File: src/rtl/lsu_tlul_host.sv
// lsu_tlul_host: bridges the core LSU req/gnt/rvalid interface onto a TL-UL
// host port facing the data memory.
//
// Ports:
//   clock, reset          single clock, synchronous active-high reset
//   data_req_i/_we_i/_be_i/_addr_i/_wdata_i   core request (held until granted)
//   data_gnt_o            request accepted this cycle (combinational)
//   data_rvalid_o         one-cycle response pulse, one cycle after the D beat
//   data_rdata_o          response data, holds until the next response
//   data_err_o            d_error or source mismatch, qualified by rvalid
//   unexp_rsp_o           sticky: stray D beat or source mismatch
//   tl_h_o / tl_h_i       TL-UL A channel + d_ready / D channel + a_ready

package tlul_pkg;
  typedef struct packed {
    logic        a_valid;
    logic [2:0]  a_opcode;
    logic [2:0]  a_param;
    logic [1:0]  a_size;
    logic [7:0]  a_source;
    logic [31:0] a_address;
    logic [3:0]  a_mask;
    logic [31:0] a_data;
    logic        d_ready;
  } tl_h2d_t;

  typedef struct packed {
    logic        d_valid;
    logic [7:0]  d_source;
    logic [31:0] d_data;
    logic        d_error;
    logic        a_ready;
  } tl_d2h_t;
endpackage

module lsu_tlul_host
  import tlul_pkg::*;
#(
  parameter int unsigned MaxOutstanding = 2,
  parameter int unsigned SrcW           = 2
) (
  input  logic        clock,
  input  logic        reset,
  input  logic        data_req_i,
  input  logic        data_we_i,
  input  logic [3:0]  data_be_i,
  input  logic [31:0] data_addr_i,
  input  logic [31:0] data_wdata_i,
  output logic        data_gnt_o,
  output logic        data_rvalid_o,
  output logic [31:0] data_rdata_o,
  output logic        data_err_o,
  output logic        unexp_rsp_o,
  output tl_h2d_t     tl_h_o,
  input  tl_d2h_t     tl_h_i
);

  // Counter and FIFO pointers are sized for the largest legal depth (4);
  // only the first MaxOutstanding FIFO entries are ever addressed.
  localparam logic [2:0] MaxCnt = 3'(MaxOutstanding);
  localparam logic [1:0] LastPtr = 2'(MaxOutstanding - 1);

  logic [2:0]      count_q, count_d;
  logic [SrcW-1:0] src_cnt_q;
  logic [SrcW-1:0] fifo_q [4];
  logic [1:0]      wr_ptr_q, rd_ptr_q;
  logic            rvalid_q, err_q, unexp_q;
  logic [31:0]     rdata_q;

  logic            a_valid, gnt, d_acc, d_stray, src_mismatch;
  logic [SrcW-1:0] head;
  logic [2:0]      opcode;
  logic [1:0]      size, low;

  function automatic logic [1:0] ptr_inc(input logic [1:0] p);
    return (p == LastPtr) ? 2'd0 : p + 2'd1;
  endfunction

  // Reset also masks a_valid so nothing is granted while state is clearing.
  assign a_valid      = data_req_i & ~reset & (count_q < MaxCnt);
  assign gnt          = a_valid & tl_h_i.a_ready;
  assign d_acc        = tl_h_i.d_valid & (count_q != 3'd0);
  assign d_stray      = tl_h_i.d_valid & (count_q == 3'd0);
  assign head         = fifo_q[rd_ptr_q];
  assign src_mismatch = (tl_h_i.d_source != 8'(head));

  always_comb begin
    count_d = count_q;
    case ({gnt, d_acc})
      2'b10:   count_d = count_q + 3'd1;
      2'b01:   count_d = count_q - 3'd1;
      default: count_d = count_q;
    endcase
  end

  always_comb begin
    opcode = data_we_i ? ((data_be_i == 4'hF) ? 3'd0 : 3'd1) : 3'd4;
    size   = 2'd2;
    low    = 2'd0;
    case (data_be_i)
      4'b0001: begin size = 2'd0; low = 2'd0; end
      4'b0010: begin size = 2'd0; low = 2'd1; end
      4'b0100: begin size = 2'd0; low = 2'd2; end
      4'b1000: begin size = 2'd0; low = 2'd3; end
      4'b0011: begin size = 2'd1; low = 2'd0; end
      4'b1100: begin size = 2'd1; low = 2'd2; end
      default: begin size = 2'd2; low = 2'd0; end
    endcase
  end

  always_comb begin
    tl_h_o           = '0;
    tl_h_o.a_valid   = a_valid;
    tl_h_o.a_opcode  = opcode;
    tl_h_o.a_size    = size;
    tl_h_o.a_source  = 8'(src_cnt_q);
    tl_h_o.a_address = (data_addr_i & ~32'h3) | 32'(low);
    tl_h_o.a_mask    = (data_be_i == 4'h0) ? 4'hF : data_be_i;
    tl_h_o.a_data    = data_wdata_i;
    tl_h_o.d_ready   = 1'b1;
  end

  always_ff @(posedge clock) begin
    if (reset) begin
      count_q   <= '0;
      src_cnt_q <= '0;
      wr_ptr_q  <= '0;
      rd_ptr_q  <= '0;
      rvalid_q  <= 1'b0;
      rdata_q   <= '0;
      err_q     <= 1'b0;
      unexp_q   <= 1'b0;
      for (int i = 0; i < 4; i++) fifo_q[i] <= '0;
    end else begin
      count_q  <= count_d;
      rvalid_q <= d_acc;
      if (gnt) begin
        fifo_q[wr_ptr_q] <= src_cnt_q;
        wr_ptr_q         <= ptr_inc(wr_ptr_q);
        src_cnt_q        <= src_cnt_q + 1'b1;
      end
      if (d_acc) begin
        rd_ptr_q <= ptr_inc(rd_ptr_q);
        rdata_q  <= tl_h_i.d_data;
        err_q    <= tl_h_i.d_error | src_mismatch;
      end
      if ((d_acc & src_mismatch) | d_stray) unexp_q <= 1'b1;
    end
  end

  assign data_gnt_o    = gnt;
  assign data_rvalid_o = rvalid_q;
  assign data_rdata_o  = rdata_q;
  assign data_err_o    = err_q;
  assign unexp_rsp_o   = unexp_q;

endmodule

File: config.mk
export PLATFORM = sky130hd
export DESIGN_NAME = lsu_tlul_host
export DESIGN_NICKNAME = d
export VERILOG_FILES = /design/src/rtl/lsu_tlul_host.sv
export SDC_FILE = /design/constraint.sdc
export NUM_CORES = 1
export LEC_CHECK = 0
export BUFFER_PORTS_ARGS = -buffer_cell sky130_fd_sc_hd__buf_4
export CAP_MARGIN = 40
export CORE_MARGIN = 2
export CORE_UTILIZATION = 34
export CTS_CLUSTER_SIZE = 10
export DETAILED_ROUTE_END_ITERATION = 10
export PLACE_DENSITY_LB_ADDON = 0.1
export SLEW_MARGIN = 20
export SYNTH_ARGS = -nofsm -noshare
export SYNTH_HDL_FRONTEND = slang
export SYNTH_SLANG_ARGS = --single-unit
File: constraint.sdc
create_clock -name clock -period 2.4 [get_ports clock]
set_clock_uncertainty 0.05 [all_clocks]
set_input_delay 0.48 -clock clock [delete_from_list [all_inputs] [get_ports clock]]
set_output_delay 0.48 -clock clock [all_outputs]
set_load 0.02 [all_outputs]
**Yosys cells after proc, flatten, opt, wreduce, memory -nomap -nowiden**

Memories as Yosys holds them, arrays and structs flattened. A register that Yosys moved wholly into a read port is not among the register bits.
Cells that the tools add are included.

- Register bits: 44
- Memory bits (writable): 8
- Input port bits: 115
- Memories: 1

- $add $sub $neg: 5
- Magnitude comparators: 1
- Equality and inequality tests: 12
- Mux-type cells: 18
- Bitwise operators: 10
- Reductions and logical operators: 8

Memory list:

| memory | words | width | rd ports | clocked after memory_dff | wr ports | RTL line | RTL |
|---|---|---|---|---|---|---|---|
| fifo_q | 4 | 2 | 1 | 1 | 4 | 65 | `logic [SrcW-1:0] fifo_q [4];` |

Operators with widths:

| kind | count |
|---|---|
| $or 32x2->32 | 1 |
| $eq 4x4->1 const B | 3 |
| $mux 2 | 6 |
| $eq 4x2->1 const B | 2 |
| $ne 8x2->1 | 1 |
| $mux 1 | 7 |
| $add 2x1->2 const B | 3 |
| $and 1x1->1 | 6 |
| $eq 2x1->1 const B | 3 |
| $pmux 2 s3 | 1 |
| $pmux 3 s2 | 1 |
| $reduce_or 2->1 | 3 |
| $eq 4x1->1 const B | 1 |
| $eq 4x3->1 const B | 1 |
| $logic_not 4->1 | 1 |
| $mux 4 | 1 |
| $pmux 2 s2 | 1 |
| $reduce_or 4->1 | 1 |
| $add 3x1->3 const B | 1 |
| $logic_not 3->1 | 1 |
| $lt 3x2->1 const B | 1 |
| $mux 3 | 1 |
| $reduce_bool 3->1 | 1 |
| $sub 3x1->3 const B | 1 |
| 4 further kinds | 5 |

**Logic depth before layout (Yosys ltp)**

Gate-level depths: netlist of run 1.

- Depth in word-level cells: 9
- Gate-level depth with buffers: 11
- Mapped depth without buffers: 9

**Worst setup path after synthesis of run 1**

No wires, ideal clock.

- Path kind: register -> register
- Start: reg count_q[1]
- End: reg count_q[2]
- Library setup time: 0.070 ns
- Data arrival time: 2.194 ns
- Path slack: 0.085 ns
- Cell stages (with the launch flop): 12
- Buffers on the path: 2
- Cells stage by stage: dfxtp_1 -> nor3_1 -> nand2b_1 -> buf_2 -> inv_2 -> buf_2 -> ha_1 -> inv_1 -> fa_1 -> xor2_1 -> or3_1 -> a21oi_1

RTL lines:

| element | RTL line | RTL |
|---|---|---|
| start: declaration | 63 | `logic [2:0] count_q, count_d;` |
| start signal: assignment | 135 | `count_q <= count_d;` |
| $reduce_bool 3->1 (*) | 82 | `assign d_acc = tl_h_i.d_valid & (count_q != 3'd0);` |
| $and 1x1->1 (*) | 82 |  |
| via d_acc | 70 | `logic a_valid, gnt, d_acc, d_stray, src_mismatch;` |
| $eq 2x1->1 / $eq 2x2->1 (equally long branches) | 89 | `case ({gnt, d_acc})` |
| $pmux 3 s2 / $reduce_bool 2->1 (equally long branches) | -- |  |

The timed path passes the listed nets; every way through them passes the cells marked *.
A chain may end at the register's enable or synchronous reset.

**Worst setup path after layout of run 1**

- Start: reg count_q[1]
- End: reg count_q[2]

- Word-level cells in the longest chain between the ends: 5

Ends and longest elaborated chain:

| element | RTL line | RTL |
|---|---|---|
| $lt 3x2->1 | 80 | `assign a_valid = data_req_i & ~reset & (count_q < MaxCnt);` |
| $and 1x1->1 | 80 |  |
| $and 1x1->1 | 81 | `assign gnt = a_valid & tl_h_i.a_ready;` |
| $eq 2x1->1 / $eq 2x2->1 (equally long branches) | 89 |  |
| $pmux 3 s2 / $reduce_bool 2->1 (equally long branches) | -- |  |

Parallel ways exist; a longest one is shown, timed or not.

==> results.md, run 1 <==
- Clock Power Share: 18.7%
- Starting Density: 35.1%
- Period utilization: 89.0%
- N_diodes: 0
- Synth Area in XOR/XNOR: 3.23%
- Sequential share of the synthesized area: 42.8%
- Number of synthesized flops with an enable pin: 8
- Reg2reg end: count_q[2]
- Ys flop type: dfxtp_1
- Post-CTS Setup Inserts: 0
- Die Wd: 93.3 um
- Vias per inst: 4.45
- Post-DRT Antenna Nets: 0
- CP Data Arrival Time: 2320 ps
- Core area: 0.00773 mm2
- Switching portion of total power: 35.1%
- CTS max path bufs: 2
- FP Rows: 32
- GRT overflow: 0
- Slew at the pin with the worst max-slew slack: 527 ps
- Reg2reg start: count_q[1]
- Final hold vios: 0
- Adder-cell area share of the yosys netlist: 1.20%
- Dpl hpwl: 4410 um
- Async SR Flop Fraction: 0%
- Total Routing Usage GR: 13.2%
- Ys Warns: 0
- Placed cell count: 441
- Clock Sinks: 54
- Die Ht: 93.3 um
- Tmin final: 2140 ps
- Hold slack: 371 ps
- MaxCap Viol Count: 0
- CP Capture Type: flop
- Yosys cell types: 34
- Synthesized cell area: 0.00271 mm2
- Post-route DRC: 0
- Pint: 1.66 mW
- Unrepaired setup endpoints after global routing: false
- Antenna violations before repair: 0
- Detailed-route via count: 1997
- IO Count: 237
- WL/cell: 13.6 um
- Die area: 0.00870 mm2
- Worst reg-to-reg path cell count: 9
- Post-Syn Area per Cell: 8.55 um2
- First-pass iteration count of the detailed router: 4
- Cell Pwr Density: 827 mW/mm2
- Synth Register Bits: 54
- Worst rel slew slack: 64.9%
- Critical Path End: count_q[2]
- DR iter-0 viols: 38
- Filler cells: 824
- Static leakage: 1.34 nW
- Largest net degree at the start of global routing: 49
- Kind of critical path: reg2reg
- Multi-input logic area: 936 um2
- Slew Limit Fails: 0
- Min-Delay Path Class: in2reg
- Simple-gate share of the synthesized area: 16.9%
- Syn Inst Count: 317
- NetSw: 0.898 mW
- CP Data Required Time: 2580 ps
- GPL Wtd Cong: 0.771
- Layout cell share with drive strength beyond 1: 33.4%
- Clk slew on worst S/H paths: 90 ps
- Post-cts sizing count: 0
- CTS H-Tree Depth: 2
- Maximum clock frequency: 468 MHz
- Mux contribution to synthesized area: 1.80%
- Total wire length: 6080 um
- R2r setup slk: 260 ps
- Final setup violation count: 0
- Cts hold-fix bufs: 0
- Maximum vdd drop: 365 uV
- Sequential standard cell area: 0.00116 mm2
- Area growth from synthesis to layout: 14.3%
- TritonCTS buffer count: 5
- Setup TNS: 0 ps
- Flop pwr share: 45.5%
- CTS Root Cell: clkbuf_8
- TritonCTS clock tree: built
- Largest family of logic cells by synthesized area: buffers and inverters
- Worst setup SP type: flop
- Final cell count without fillers: 449
- # port buffers: 99
- Crit path from: count_q[1]
- First-pass GRT wire length: 9020 um
- Worst skew pair latency: 290 ps
- Critical Path Fanout Max: 4
- Final net count: 463
- Compound-Gate Fraction of Synth Area: 9.88%
- Status: completed
- Comb power frac: 35.8%
- Vias in the first global route: 1747
[critical path: stages (launching register included)]
cell and delay [ps]:
dfxtp_1 440, nor3_1 100, nand2b_1 180, inv_2 70
ha_1 170, inv_1 70, fa_1 380, xor2_1 160
or3_1 310, a21oi_1 140
[cell families after synthesis]
family / count (synthesis)
AND/OR/NAND/NOR: 103
adder cells (fa/ha/maj): 2
AO/OA/AOI/OAI: 48
XOR/XNOR: 10
other: 2
flip-flops: 54
buffers and inverters: 96
multiplexers: 2
[stage by stage]
step | utilization, % | power, mW | cell area, um2 | setup WS (ps)
floorplan | - | 1.91 | 2740 | 85.2
global placement | 39.0 | 2.11 | 3020 | 176
detailed placement | 39.0 | 2.12 | 3020 | 138
CTS | 40.1 | 2.61 | 3100 | 270
global route | 40.1 | 2.75 | 3100 | 97.3
finish | 40.1 | 2.56 | 3100 | 264
[final cells by class]
cell class | instances | area share (%)
timing repair buffer | 102 | 24.7
multi-input combinational | 176 | 30.2
clock inverter | 2 | 0.283
inverter | 7 | 0.848
tap | 102 | 4.12
clock buffer | 6 | 2.34
sequential | 54 | 37.5
[power by group through the flow]
stage	registers [mW]	clock network [mW]	logic [mW]
2_1_floorplan	1.33	0	0.574
3_3_place_gp	1.19	0	0.920
3_5_place_dp	1.19	0	0.931
4_1_cts	1.17	0.508	0.933
5_1_grt	1.19	0.543	1.01
6_report	1.17	0.479	0.916
[layout by cell type (no fill, tap or decap), types with 3 or more instances in the layout]
cell / synthesis / layout
buf_4: 74 / 102
nand2_1: 70 / 70
dfxtp_1: 46 / 46
a21oi_1: 37 / 37
nor2_1: 12 / 12
conb_1: 2 / 11
edfxtp_1: 8 / 8
xnor2_1: 6 / 6
inv_1: 5 / 5
o21bai_1: 5 / 5
clkbuf_8: 0 / 5
and3_1: 4 / 4
xor2_1: 4 / 4
nor3_1: 3 / 3
or2_2: 3 / 3
[worst min-delay path by stage]
stage | start | endpoint | slack [ps] | cells past startpoint
6_report | tl_h_i[15] | data_rdata_o[13] | 370 | 3
5_1_grt | tl_h_i[19] | data_rdata_o[17] | 360 | 3
4_1_cts | tl_h_i[19] | data_rdata_o[17] | 360 | 3
3_5_place_dp | rd_ptr_q[1] | rd_ptr_q[1] | 390 | 2
3_3_place_gp | rd_ptr_q[1] | rd_ptr_q[1] | 390 | 2
2_1_floorplan | rd_ptr_q[1] | flop | 370 | 2
[synth_stat cells, types with 3 or more instances]
master    instances  area [um2]
buf_4            74         556
nand2_1          70         263
dfxtp_1          46         921
a21oi_1          37         185
nor2_1           12        45.0
clkbuf_1          8        30.0
edfxtp_1          8         240
buf_2             7        35.0
xnor2_1           6        52.6
inv_1             5        18.8
o21bai_1          5        37.5
and3_1            4        25.0
xor2_1            4        35.0
nor3_1            3        15.0
or2_2             3        18.8
[flip-flops by register name, indices dropped and copies added (netlist names), named ones only]
register and count:
data_err_o 1, data_rvalid_o 1, src_cnt_q 2, fifo_q 8
rd_ptr_q 2, unexp_rsp_o 1, count_q 3, wr_ptr_q 2
data_rdata_o 32
[metal layers]
metal / vias to the layer above / track usage (%) / routed length [um]
met3: 10 / 5.00 / 537
met2: 87 / 20.6 / 2900
li1: 988 / - / -
met4: 0 / 5.39 / 118
met1: 912 / 16.3 / 2530
met5: - / 0 / 0
Power figures use the tool's default switching activity.
==> run 2, diff against run 1 <==
- BUFFER_PORTS_ARGS: -buffer_cell sky130_fd_sc_hd__buf_4 -> not set
- CORE_AREA: not set -> 2 2 91 93
- CORE_MARGIN: 2 -> not set
- CORE_UTILIZATION: 34 -> not set
- DIE_AREA: not set -> 0 0 93 95
- DONT_BUFFER_PORTS: not set -> 1
==> run 2 against run 1 <==
Total power is 6.8% lower. Cell count fell by 21%. Clock power is 18% higher. Core utilization fell by 9.9 points. Setup slack better by 35 ps. Die area is 1.5% higher. Critical endpoint unchanged. Largest cell class unchanged. Largest power group unchanged.
==> results.md, run 2 (synthesis results as in run 1) <==
- Status: completed
- Die area: 0.00884 mm2 (+1.5%)
- # port buffers: 0 (-100%)
- Unrepaired setup endpoints after global routing: false
- Largest register FFs: 32 (unchanged)
- Finished Core Util: 30.1% (-9.9 points)
- Most frequent cells in the layout: 70 x nand2_1, 46 x dfxtp_1, 37 x a21oi_1
- Clock Sinks: 54 (unchanged)
- Area growth from synthesis to layout: -11.8%
- Worst setup SP type: flop
- Core area: 0.00793 mm2 (+2.6%)
- CTS Root Cell: clkbuf_8
- CP Capture Type: flop
- Largest net degree at the start of global routing: 50 (+2.0%)
- Most common cell after layout, fill and taps aside: nand2_1
- Antenna violations before repair: 0 (unchanged)
- TritonCTS clock tree: built
- Dpl hpwl: 4070 um (-7.8%)
- Worst rel slew slack: 59.2% (-5.7 points)
- Post-CTS Setup Inserts: 0 (unchanged)
- N_diodes: 0 (unchanged)
- Critical Path Fanout Max: 4 (unchanged)
- FP Rows: 33 (+3.1%)
- TritonCTS buffer count: 5 (unchanged)
- Vias per inst: 4.71 (+5.8%)
- Slew Limit Fails: 0 (unchanged)
- Setup TNS: 0 ps (unchanged)
- Total wire length: 5880 um (-3.4%)
- MaxCap Viol Count: 0 (unchanged)
- Design Area, Final: 0.00239 mm2 (-23%)
- Min-Delay Path Class: in2reg
- IO Count: 237 (unchanged)
- Clk slew on worst S/H paths: 100 ps (about the same)
- Vias in the first global route: 1604 (-8.2%)
- Power Total: 2.39 mW (-6.8%)
- Cell Pwr Density: 999 mW/mm2 (+21%)
- Cts hold-fix bufs: 0 (unchanged)
- Tmin final: 2100 ps (-35.3 ps)
- Layout cell share with drive strength beyond 1: 8.03% (-25 points)
- Placed cell area: 0.00228 mm2 (-24%)
- Period utilization: 87.5% (-1.5 points)
- First-pass iteration count of the detailed router: 2 (-2)
- CP Data Required Time: 2590 ps (about the same)
- CTS H-Tree Depth: 2 (unchanged)
- Final hold vios: 0 (unchanged)
- CP Data Arrival Time: 2290 ps (-30 ps)
- Die Wd: 93 um (-0.30%)
- CTS max path bufs: 2 (unchanged)
- Final setup violation count: 0 (unchanged)
- Kind of critical path: reg2reg
- WL/cell: 16.6 um (+22%)
- Post-route DRC: 0 (unchanged)
- Starting Density: 34.2% (-0.89 points)
- Final net count: 365 (-21%)
- Die Ht: 95 um (+1.8%)
- Worst skew pair latency: 300 ps (about the same)
- DR iter-0 viols: 25 (-34%)
- Post-cts sizing count: 0 (unchanged)
- Static leakage: 0.853 nW (-36%)
- Maximum vdd drop: 361 uV (-1.1%)
- GRT overflow: 0 (unchanged)
- Detailed-route via count: 1666 (-17%)
- Post-DRT Antenna Nets: 0 (unchanged)
- Total Routing Usage GR: 12.8% (-0.36 points)
- Maximum clock frequency: 476 MHz (+1.7%)
- GPL Wtd Cong: 0.686 (-11%)
- Slew at the pin with the worst max-slew slack: 608 ps (+80.9 ps)
- First-pass GRT wire length: 8640 um (-4.2%)
[run 2: worst max-delay path, stage by stage, from the launching register on]
cell      delay (ps)
dfxtp_1          440
nor3_1           110
nand2b_1         180
inv_2             60
ha_1             170
inv_1             60
fa_1             370
xor2_1           160
or3_1            310
a21oi_1          140
[run 2: metrics by stage]
stage	instances	worst slack, ps	hold WS (ps)
finish	354	300	178
global placement	346	294	381
floorplan	326	85.2	371
global route	354	144	149
detailed placement	346	232	386
CTS	354	267	162
[run 2: path summary, 6_finish.rpt]
path | startpoint | endpoint | slack (ps) | cells after the start
max reg2reg | count_q[1] | count_q[2] | 300 | 9
max | count_q[1] | count_q[2] | 300 | 9
min | reset | data_rdata_o[19] | 180 | 1
min reg2reg | rd_ptr_q[1] | flop | 400 | 2
[run 2: area by class of cell]
type	count	area, um2
Clock buffer	7	96.3
Multi-Input combinational cell	176	936
Tap cell	105	131
Clock inverter	1	8.76
Fill cell	868	5540
Timing Repair Buffer	4	30.0
Sequential cell	54	1160
Inverter	7	26.3
[run 2: routing by layer]
layer / GRT usage, % / wire (um)
met4: 4.41 / 104
met5: 0 / 0
met1: 14.2 / 2320
met3: 6.78 / 707
met2: 21.3 / 2750
[run 2: power breakdown]
group,internal (mW),total (mW),leakage [nW],switching [mW]
logic,0.176,0.480,0.344,0.304
clock network,0.265,0.564,0.0544,0.299
registers,1.08,1.34,0.455,0.266
